[src/rtl/sram_ctrl_pkg.sv]
// Shared widths, FSM encoding and SRAM pin constants for the SRAM access controller.
package sram_ctrl_pkg;

    localparam int unsigned SRAM_ADDR_W     = 15;
    localparam int unsigned SRAM_DATA_W     = 32;
    localparam int unsigned SRAM_RESP_DEPTH = 4;
    localparam int unsigned LEN_W           = 8;

    localparam logic [1:0] ST_IDLE  = 2'd0;
    localparam logic [1:0] ST_WRITE = 2'd1;
    localparam logic [1:0] ST_READ  = 2'd2;
    localparam logic [1:0] ST_DRAIN = 2'd3;

    localparam logic MEM_READ  = 1'b1;
    localparam logic MEM_WRITE = 1'b0;

endpackage

[src/rtl/sram_resp_fifo.sv]
// Synchronous response FIFO with occupancy count; head reads as zero while empty.
module sram_resp_fifo #(
    parameter int unsigned WIDTH = 33,
    parameter int unsigned DEPTH = 4
) (
    input  logic                       clock,
    input  logic                       reset,
    input  logic                       push,
    input  logic [WIDTH-1:0]           push_data,
    input  logic                       pop,
    output logic [WIDTH-1:0]           head,
    output logic [$clog2(DEPTH):0]     count
);

    localparam int unsigned PTR_W = $clog2(DEPTH);
    localparam int unsigned CNT_W = PTR_W + 1;

    logic [WIDTH-1:0] mem [DEPTH];
    logic [PTR_W-1:0] wr_ptr_q;
    logic [PTR_W-1:0] rd_ptr_q;
    logic [CNT_W-1:0] count_q;

    always_ff @(posedge clock or negedge reset) begin
        if (!reset) begin
            wr_ptr_q <= '0;
            rd_ptr_q <= '0;
            count_q  <= '0;
        end else begin
            if (push) wr_ptr_q <= wr_ptr_q + PTR_W'(1);
            if (pop)  rd_ptr_q <= rd_ptr_q + PTR_W'(1);
            count_q <= count_q + CNT_W'(push) - CNT_W'(pop);
        end
    end

    always_ff @(posedge clock) begin
        if (push) mem[wr_ptr_q] <= push_data;
    end

    assign head  = (count_q != '0) ? mem[rd_ptr_q] : '0;
    assign count = count_q;

endmodule

[src/rtl/sram_access_ctrl.sv]
// SRAM initiator: single-word writes and credit-throttled burst reads with a response FIFO.
module sram_access_ctrl
    import sram_ctrl_pkg::*;
#(
    parameter int unsigned ADDR_W     = SRAM_ADDR_W,
    parameter int unsigned DATA_W     = SRAM_DATA_W,
    parameter int unsigned RESP_DEPTH = SRAM_RESP_DEPTH
) (
    input  logic              clock,
    input  logic              reset,
    input  logic              req_valid,
    output logic              req_ready,
    input  logic              req_write,
    input  logic [ADDR_W-1:0] req_addr,
    input  logic [DATA_W-1:0] req_wdata,
    input  logic [LEN_W-1:0]  req_len,
    output logic              resp_valid,
    input  logic              resp_ready,
    output logic [DATA_W-1:0] resp_data,
    output logic              resp_last,
    output logic              mem_enable,
    output logic              mem_read_write,
    output logic [ADDR_W-1:0] mem_address,
    output logic [DATA_W-1:0] mem_data_out,
    input  logic [DATA_W-1:0] mem_data_in
);

    localparam int unsigned CNT_W = $clog2(RESP_DEPTH) + 1;
    localparam int unsigned SUM_W = CNT_W + 1;
    localparam logic [SUM_W-1:0] DEPTH_LIM = SUM_W'(RESP_DEPTH);

    logic [1:0]        state_q, state_d;
    logic [ADDR_W-1:0] addr_q, addr_d;
    logic [LEN_W-1:0]  len_q, len_d;
    logic [LEN_W-1:0]  beat_q, beat_d;
    logic              en_last_q, en_last_d;
    logic              cap_q, cap_last_q;
    logic              mem_enable_d, mem_rw_d;
    logic [ADDR_W-1:0] mem_addr_d;
    logic [DATA_W-1:0] mem_dout_d;

    logic [CNT_W-1:0]  fifo_count;
    logic [DATA_W:0]   fifo_head;
    logic              pop;
    logic              rd_on_pins;
    logic [SUM_W-1:0]  credit_sum;
    logic              credit_ok;

    assign rd_on_pins = mem_enable && (mem_read_write == MEM_READ);
    assign pop        = resp_valid && resp_ready;
    // Beats already committed to the FIFO: buffered, on the pins, or being captured.
    assign credit_sum = {1'b0, fifo_count} + SUM_W'(rd_on_pins) + SUM_W'(cap_q);
    assign credit_ok  = credit_sum < DEPTH_LIM;

    always_comb begin
        state_d      = state_q;
        addr_d       = addr_q;
        len_d        = len_q;
        beat_d       = beat_q;
        en_last_d    = 1'b0;
        mem_enable_d = 1'b0;
        mem_rw_d     = MEM_READ;
        mem_addr_d   = mem_address;
        mem_dout_d   = mem_data_out;
        case (state_q)
            ST_IDLE: begin
                if (req_valid) begin
                    len_d        = req_len;
                    mem_enable_d = 1'b1;
                    mem_addr_d   = req_addr;
                    if (req_write) begin
                        mem_rw_d   = MEM_WRITE;
                        mem_dout_d = req_wdata;
                        state_d    = ST_WRITE;
                    end else begin
                        // FIFO is empty on entry, so the first beat is issued with the accept.
                        addr_d    = req_addr + ADDR_W'(1);
                        beat_d    = LEN_W'(1);
                        en_last_d = (req_len == '0);
                        state_d   = (req_len == '0) ? ST_DRAIN : ST_READ;
                    end
                end
            end
            ST_WRITE: state_d = ST_IDLE;
            ST_READ: begin
                if (credit_ok) begin
                    mem_enable_d = 1'b1;
                    mem_addr_d   = addr_q;
                    addr_d       = addr_q + ADDR_W'(1);
                    beat_d       = beat_q + LEN_W'(1);
                    en_last_d    = (beat_q == len_q);
                    if (beat_q == len_q) state_d = ST_DRAIN;
                end
            end
            ST_DRAIN: begin
                if (!rd_on_pins && !cap_q &&
                    ((fifo_count == '0) || ((fifo_count == CNT_W'(1)) && pop))) begin
                    state_d = ST_IDLE;
                end
            end
            default: state_d = ST_IDLE;
        endcase
    end

    always_ff @(posedge clock or negedge reset) begin
        if (!reset) begin
            state_q        <= ST_IDLE;
            addr_q         <= '0;
            len_q          <= '0;
            beat_q         <= '0;
            en_last_q      <= 1'b0;
            cap_q          <= 1'b0;
            cap_last_q     <= 1'b0;
            mem_enable     <= 1'b0;
            mem_read_write <= MEM_READ;
            mem_address    <= '0;
            mem_data_out   <= '0;
        end else begin
            state_q        <= state_d;
            addr_q         <= addr_d;
            len_q          <= len_d;
            beat_q         <= beat_d;
            en_last_q      <= en_last_d;
            cap_q          <= rd_on_pins;
            cap_last_q     <= en_last_q;
            mem_enable     <= mem_enable_d;
            mem_read_write <= mem_rw_d;
            mem_address    <= mem_addr_d;
            mem_data_out   <= mem_dout_d;
        end
    end

    sram_resp_fifo #(
        .WIDTH (DATA_W + 1),
        .DEPTH (RESP_DEPTH)
    ) u_resp_fifo (
        .clock     (clock),
        .reset     (reset),
        .push      (cap_q),
        .push_data ({cap_last_q, mem_data_in}),
        .pop       (pop),
        .head      (fifo_head),
        .count     (fifo_count)
    );

    assign req_ready  = reset && (state_q == ST_IDLE);
    assign resp_valid = (fifo_count != '0);
    assign resp_data  = fifo_head[DATA_W-1:0];
    assign resp_last  = fifo_head[DATA_W];

endmodule

[config.mk]
export PLATFORM = sky130hd
export DESIGN_NAME = sram_access_ctrl
export DESIGN_NICKNAME = d
export VERILOG_FILES = /design/src/rtl/sram_ctrl_pkg.sv /design/src/rtl/sram_resp_fifo.sv /design/src/rtl/sram_access_ctrl.sv
export SDC_FILE = /design/constraint.sdc
export NUM_CORES = 1
export LEC_CHECK = 0
export CORE_MARGIN = 3
export CORE_UTILIZATION = 42
export DETAILED_ROUTE_END_ITERATION = 16
export PLACE_DENSITY = 0.66
export SLEW_MARGIN = 25
export SYNTH_ARGS = -nofsm -noshare
export SYNTH_HDL_FRONTEND = slang
export SYNTH_SLANG_ARGS = --single-unit
[constraint.sdc]
create_clock -name clock -period 4.1 [get_ports clock]
set_input_delay 0.82 -clock clock [delete_from_list [all_inputs] [get_ports clock]]
set_output_delay 0.82 -clock clock [all_outputs]
set_load 0.01 [all_outputs]
After elaboration in Yosys (flattened, before gate mapping)
Memory sizes are Yosys's and may differ from the RTL's. Index checks and enable logic that the tools add are counted.

Register bits: 92. Bits in latches: 0. Memory bits (writable): 132. ROM bits: 0. Word-level logic and storage cells: 85. Memories kept: 1.

Memory list: u_resp_fifo.mem (depth 4, width 33, read ports 1, clocked after Yosys merged registers in 0, wr ports 1, line sram_resp_fifo.sv:18) `logic [WIDTH-1:0] mem [DEPTH];`.

Add/sub/neg operators: 9. Multipliers: 0. Div/mod/pow operators: 0. $lt $le $gt $ge: 1. Eq/ne operators: 10. Shift operators: 0. Mux-type cells: 31. Bitwise gates (word level): 0. Reduce and logical (&&, ||, !) cells: 19.

Operators with widths (number): 2-to-1 mux 15 bit (5); one-hot mux 15 bit (2 select lines) (2); 2-to-1 mux 33 bit (1); adder 15 x 1 -> 15 bit (second input constant) (2); 2-to-1 mux 8 bit (3); one-hot mux 8 bit (2 select lines) (1); 2-to-1 mux 1 bit (11); 2-to-1 mux 2 bit (5); inequality test 2 bit (second input constant) (5); adder 8 x 1 -> 8 bit (second input constant) (1); == test 8 bit (1); logical NOT 8 bit (1); one-hot mux 2 bit (4 select lines) (1); AND reduction 4 bit (2); logical AND 1 bit (6); AND reduction 3 bit (2); adder 2 x 1 -> 2 bit (second input constant) (2); adder 3 x 1 -> 4 bit (1); adder 4 x 1 -> 4 bit (1); == test 2 bit (second input constant) (2); < comparator 4 x 3 -> 1 bit (second input constant) (1); one-hot mux 1 bit (2 select lines) (2); adder 3 x 1 -> 3 bit (1); == test 3 x 1 -> 1 bit (second input constant) (1); other kinds (9) (10).

Depth between registers and ports, before layout
Word-level depth: 7. Mapped depth: 12.

Cells and area by module
From an unflattened synthesis, not the netlist that was laid out.

Cell total of the unflattened synthesis: 643. Area, all modules: 9586.7 um^2.

By module, submodules not included: sram_resp_fifo (instances 1, cells an instance 242, area each 5413.9 um^2); sram_access_ctrl (instances 1, cells an instance 401, area each 4172.8 um^2).

Worst setup path after synthesis
OpenSTA, ideal clock, no wires.

Kind: reg2reg. Start: reg state_q[1]. End: reg addr_q[14]. Library setup time: 0.128 ns. Arrival time: 2.699 ns. Data required time: 3.972 ns. Setup slack: 1.272 ns. Cell stages (with the launch flop): 12. Path buffers: 3. Cells stage by stage: dfrtp_1 > buf_6 > nor2b_4 > buf_1 > clkbuf_1 > nand2_1 > nand2_1 > ha_1 > or4b_4 > a211o_1 > a2111oi_2 > nor3_2.

Cells in the longest elaborated chain, start to end: 3.

RTL lines: from (decl) (line sram_access_ctrl.sv:32) `logic [1:0] state_q, state_d;`; from (signal assigned) (line sram_access_ctrl.sv:119) `state_q <= state_d;`; == test 2 bit or logical NOT 2 bit (tied branches) (line sram_access_ctrl.sv:65) `case (state_q)`; inequality test 2 bit (no line) or nonzero test 2 bit (tied branches); AND reduction 4 bit (no line); to (signal assigned) (line sram_access_ctrl.sv:120) `addr_q <= addr_d;`; to (decl) (line sram_access_ctrl.sv:33) `logic [ADDR_W-1:0] addr_q, addr_d;`.

Parallel ways exist; a longest one is shown, timed or not. A chain may end at the register's enable or synchronous reset.

Final worst setup path
Start: reg u_resp_fifo.rd_ptr_q[0]. End: out resp_data[26].

Cells in the longest elaborated chain, start to end: 2.

RTL lines: from (decl) (line sram_resp_fifo.sv:20) `logic [PTR_W-1:0] rd_ptr_q;`; from (signal assigned) (line sram_resp_fifo.sv:30) `if (pop) rd_ptr_q <= rd_ptr_q + PTR_W'(1);`; memory read (4 x 33 bit); 2-to-1 mux 33 bit (line sram_resp_fifo.sv:39) `assign head = (count_q != '0) ? mem[rd_ptr_q] : '0;`; to (decl) (line sram_access_ctrl.sv:19) `output logic [DATA_W-1:0] resp_data,`.

No other way between the ends.

==> reports/metrics.yaml <==
cp.arrival_ns: 2.74
antenna_cells: 0
seq_power_share_pct: 37.0
via_count: 6338
drt-total-wl_mm: 22.83
die_height_um: 158.4
hp-class: "reg2reg"
portBuffers: 175
synth-seq-cells: 224
routed_via_density: 5.569
swShare_pct: 34.14
rsz0062_at_grt: "no"
cts_buffers: 24
skew_ns: 0.008676
fmaxAchievable_ghz: 0.2806
critPathMaxStageDelay_ns: 0.76
place_inst: 1098
globalplace.congestion: 0.8672
cts_setup_buffers: 0
cts_resized: 0
tightest_slew_ns: 0.9143
grt_antenna_before_repair: 0
ys.warnings.count: 0
start_util_pct: 42.95
worstSetupEndpointType: "output port"
h-tree-depth: 1
synthDistinctLibCells: 69
synth_edf_count: 132
drc: 0
hold_buffers: 0
seq_area_frac_synth_pct: 64.26
yosysTopAreaCell: "edfxtp_1"
area_growth_pct: 28.44
crit_required_ns: 3.28
synth_area_um2: 9753
drt-initial-drc-count: 504
ctsRootBufferMaster: "clkbuf_16"
max_slew_margin_pct: 39.05
power.density_nw_per_um2: 789.4
setup_tns_ns: 0
post-route-period-util_pct: 86.92
cts_tree: "done"
cp_slowest_cell: "dfrtp_2"
grt_pass1_wl_mm: 35.58
status: "finished, final reports clean"
grt_usage_pct: 17.85
crit_chain: "buf_12, mux4_2, and2_1, clkdlybuf4s50_1"
pwr-share-clk_pct: 20.4
crit_type: "reg2out"
syn_nets: 767
max_cap_viol_count: 0
drv_slew: 0
clockBufferDepth: 3
path_clk_slew_ns: 0.06
fin_nets: 942
clk-insertion-delay-late_ns: 0.51
ant_nets: 0
wl_per_cell_um: 20.06
combPwrFrac_pct: 42.6
p_int_mw: 6.513
io_pins: 176
synth.avg_cell_area_um2: 14.69
yosys-top-cells-count: "edfxtp_1, dfrtp_1, nand2_1"
overflow: 0
synthTopCellsByArea: "edfxtp_1, dfrtp_1, mux4_2, mux2_2, and2_1"
leakage_nw: 4.619
setup-violations-final: 0
grt_max_degree: 56
dr.pass1.iters: 5
dpl.hpwl_mm: 15.23
period_needed_ns: 3.564
hold_viol_final: 0
dieArea_um2: 25090
synth.most_common_cell: "edfxtp_1"
finalNonFillerCells: 1138
drive_gt1_share_pct: 16.41
switchingPower_mw: 3.376
cts_sinks: 224
path_max_fanout: 18
start_kind: "flip-flop"
rows: 55
yosysTopAreaCellShare_pct: 40.64
synthCells: 664
ir_worst_vdd_v: 0.0004553
grt_pass1_vias: 6701
synth-async-reset-ratio_pct: 41.07
synth_ff_type: "edfxtp_1"
die_w_um: 158.4
core_um2: 22710
-- per-layer routing --
metal  global-route usage, %  vias up  routed length (um)
met5                       0        -                   0
met4                   4.424        0                 474
met3                   3.479       35                1447
met2                   31.58      246               11610
met1                   22.72     3193                9302
li1                        -     2864                   -
-- logic make-up (layout without fill, tap and decap cells) --
kind of cell / after synthesis / count (layout) / synth area share [%]
mux: 95 / 95 / 14.60
fa+ha+maj: 11 / 11 / 1.488
buf+inv: 50 / 239 / 2.194
compound gates: 93 / 93 / 6.543
simple gates: 179 / 179 / 9.840
xor+xnor: 12 / 12 / 1.078
flops: 224 / 224 / 64.26
-- power groups by stage --
stage	sequential, mW	combinational [mW]	clock, mW
floorplan	3.55	2.53	0
global route	3.76	4.58	2.17
detailed placement	3.70	4.25	0
global placement	3.67	4.14	0
finish	3.66	4.21	2.01
CTS	3.67	4.26	2.08
-- stage by stage --
step | hold slack, ns | utilization [%] | total power, mW | worst slack, ns | area, um^2
4_1_cts | 0.3769 | 55.16 | 10.01 | 0.4652 | 12530
5_1_grt | 0.3833 | 55.16 | 10.51 | 0.3691 | 12530
3_3_place_gp | 0.3461 | 51.93 | 7.811 | 0.7949 | 11790
2_1_floorplan | 0.3312 | - | 6.080 | 1.272 | 9753
3_5_place_dp | 0.3511 | 51.93 | 7.953 | 0.6911 | 11790
6_report | 0.3635 | 55.16 | 9.889 | 0.5364 | 12530
-- final timing paths --
kind	startpoint	to	slack [ns]	cells past startpoint
min	en_last_q$_DFF_PN0_	cap_last_q$_DFF_PN0_	0.36	0
min reg2reg	en_last_q$_DFF_PN0_	cap_last_q$_DFF_PN0_	0.36	0
min in group asynchronous	reset	addr_q[2]$_DFFE_PN0P_	0.42	2
max	u_resp_fifo.rd_ptr_q[0]$_DFFE_PN0P_	resp_data[26]	0.54	4
max in group asynchronous	reset	u_resp_fifo.rd_ptr_q[0]$_DFFE_PN0P_	2.53	3
max reg2reg	state_q[0]$_DFFE_PN0P_	addr_q[14]$_DFFE_PN0P_	1.02	8
-- flip-flops by register name (all words and copies together) (netlist names), 2 cells and up --
signal                flops
addr_q                   15
beat_q                    8
len_q                     8
mem_address              15
mem_data_out             32
state_q                   2
u_resp_fifo.count         3
u_resp_fifo.mem         132
u_resp_fifo.rd_ptr_q      2
u_resp_fifo.wr_ptr_q      2
-- area by class of cell --
type,count,area (um^2)
clock buffers,32,660.6
fillers,1849,10180
flip-flops and latches,224,6270
clock inverters,8,72.57
multi-input cells,390,3278
inverters,14,52.55
well taps,285,356.6
repair buffers,185,1837
-- worst max-delay path, delay by kind of cell, from the launching register on --
family,cells,cell delay (ns)
flip-flops,1,0.76
AND/OR/NAND/NOR,1,0.20
multiplexers,1,0.51
buffers and inverters,2,0.75
-- cells in the final DEF, fill, tap and decap left out, types with 3 or more instances in the layout --
master / instances
nor4b_1: 3
nand4_1: 4
a21oi_1: 20
clkdlybuf4s50_1: 174
edfxtp_1: 132
clkbuf_16: 24
clkinv_1: 3
nand3_1: 5
o22a_1: 4
a211oi_1: 10
nand2b_1: 5
buf_4: 10
nor4_1: 3
xor2_1: 3
nor2_1: 24
and2_1: 42
ha_1: 10
o21bai_1: 3
nor3_1: 17
inv_1: 13
a31oi_1: 10
clkinv_2: 3
mux2i_1: 14
mux2_2: 47
o21ai_0: 18
and3_1: 8
clkbuf_1: 5
nand2_1: 48
xnor2_1: 9
mux4_2: 33
and2_2: 4
dfrtp_1: 89
clkbuf_8: 3
Note: power is estimated with default switching activity, not from simulation.
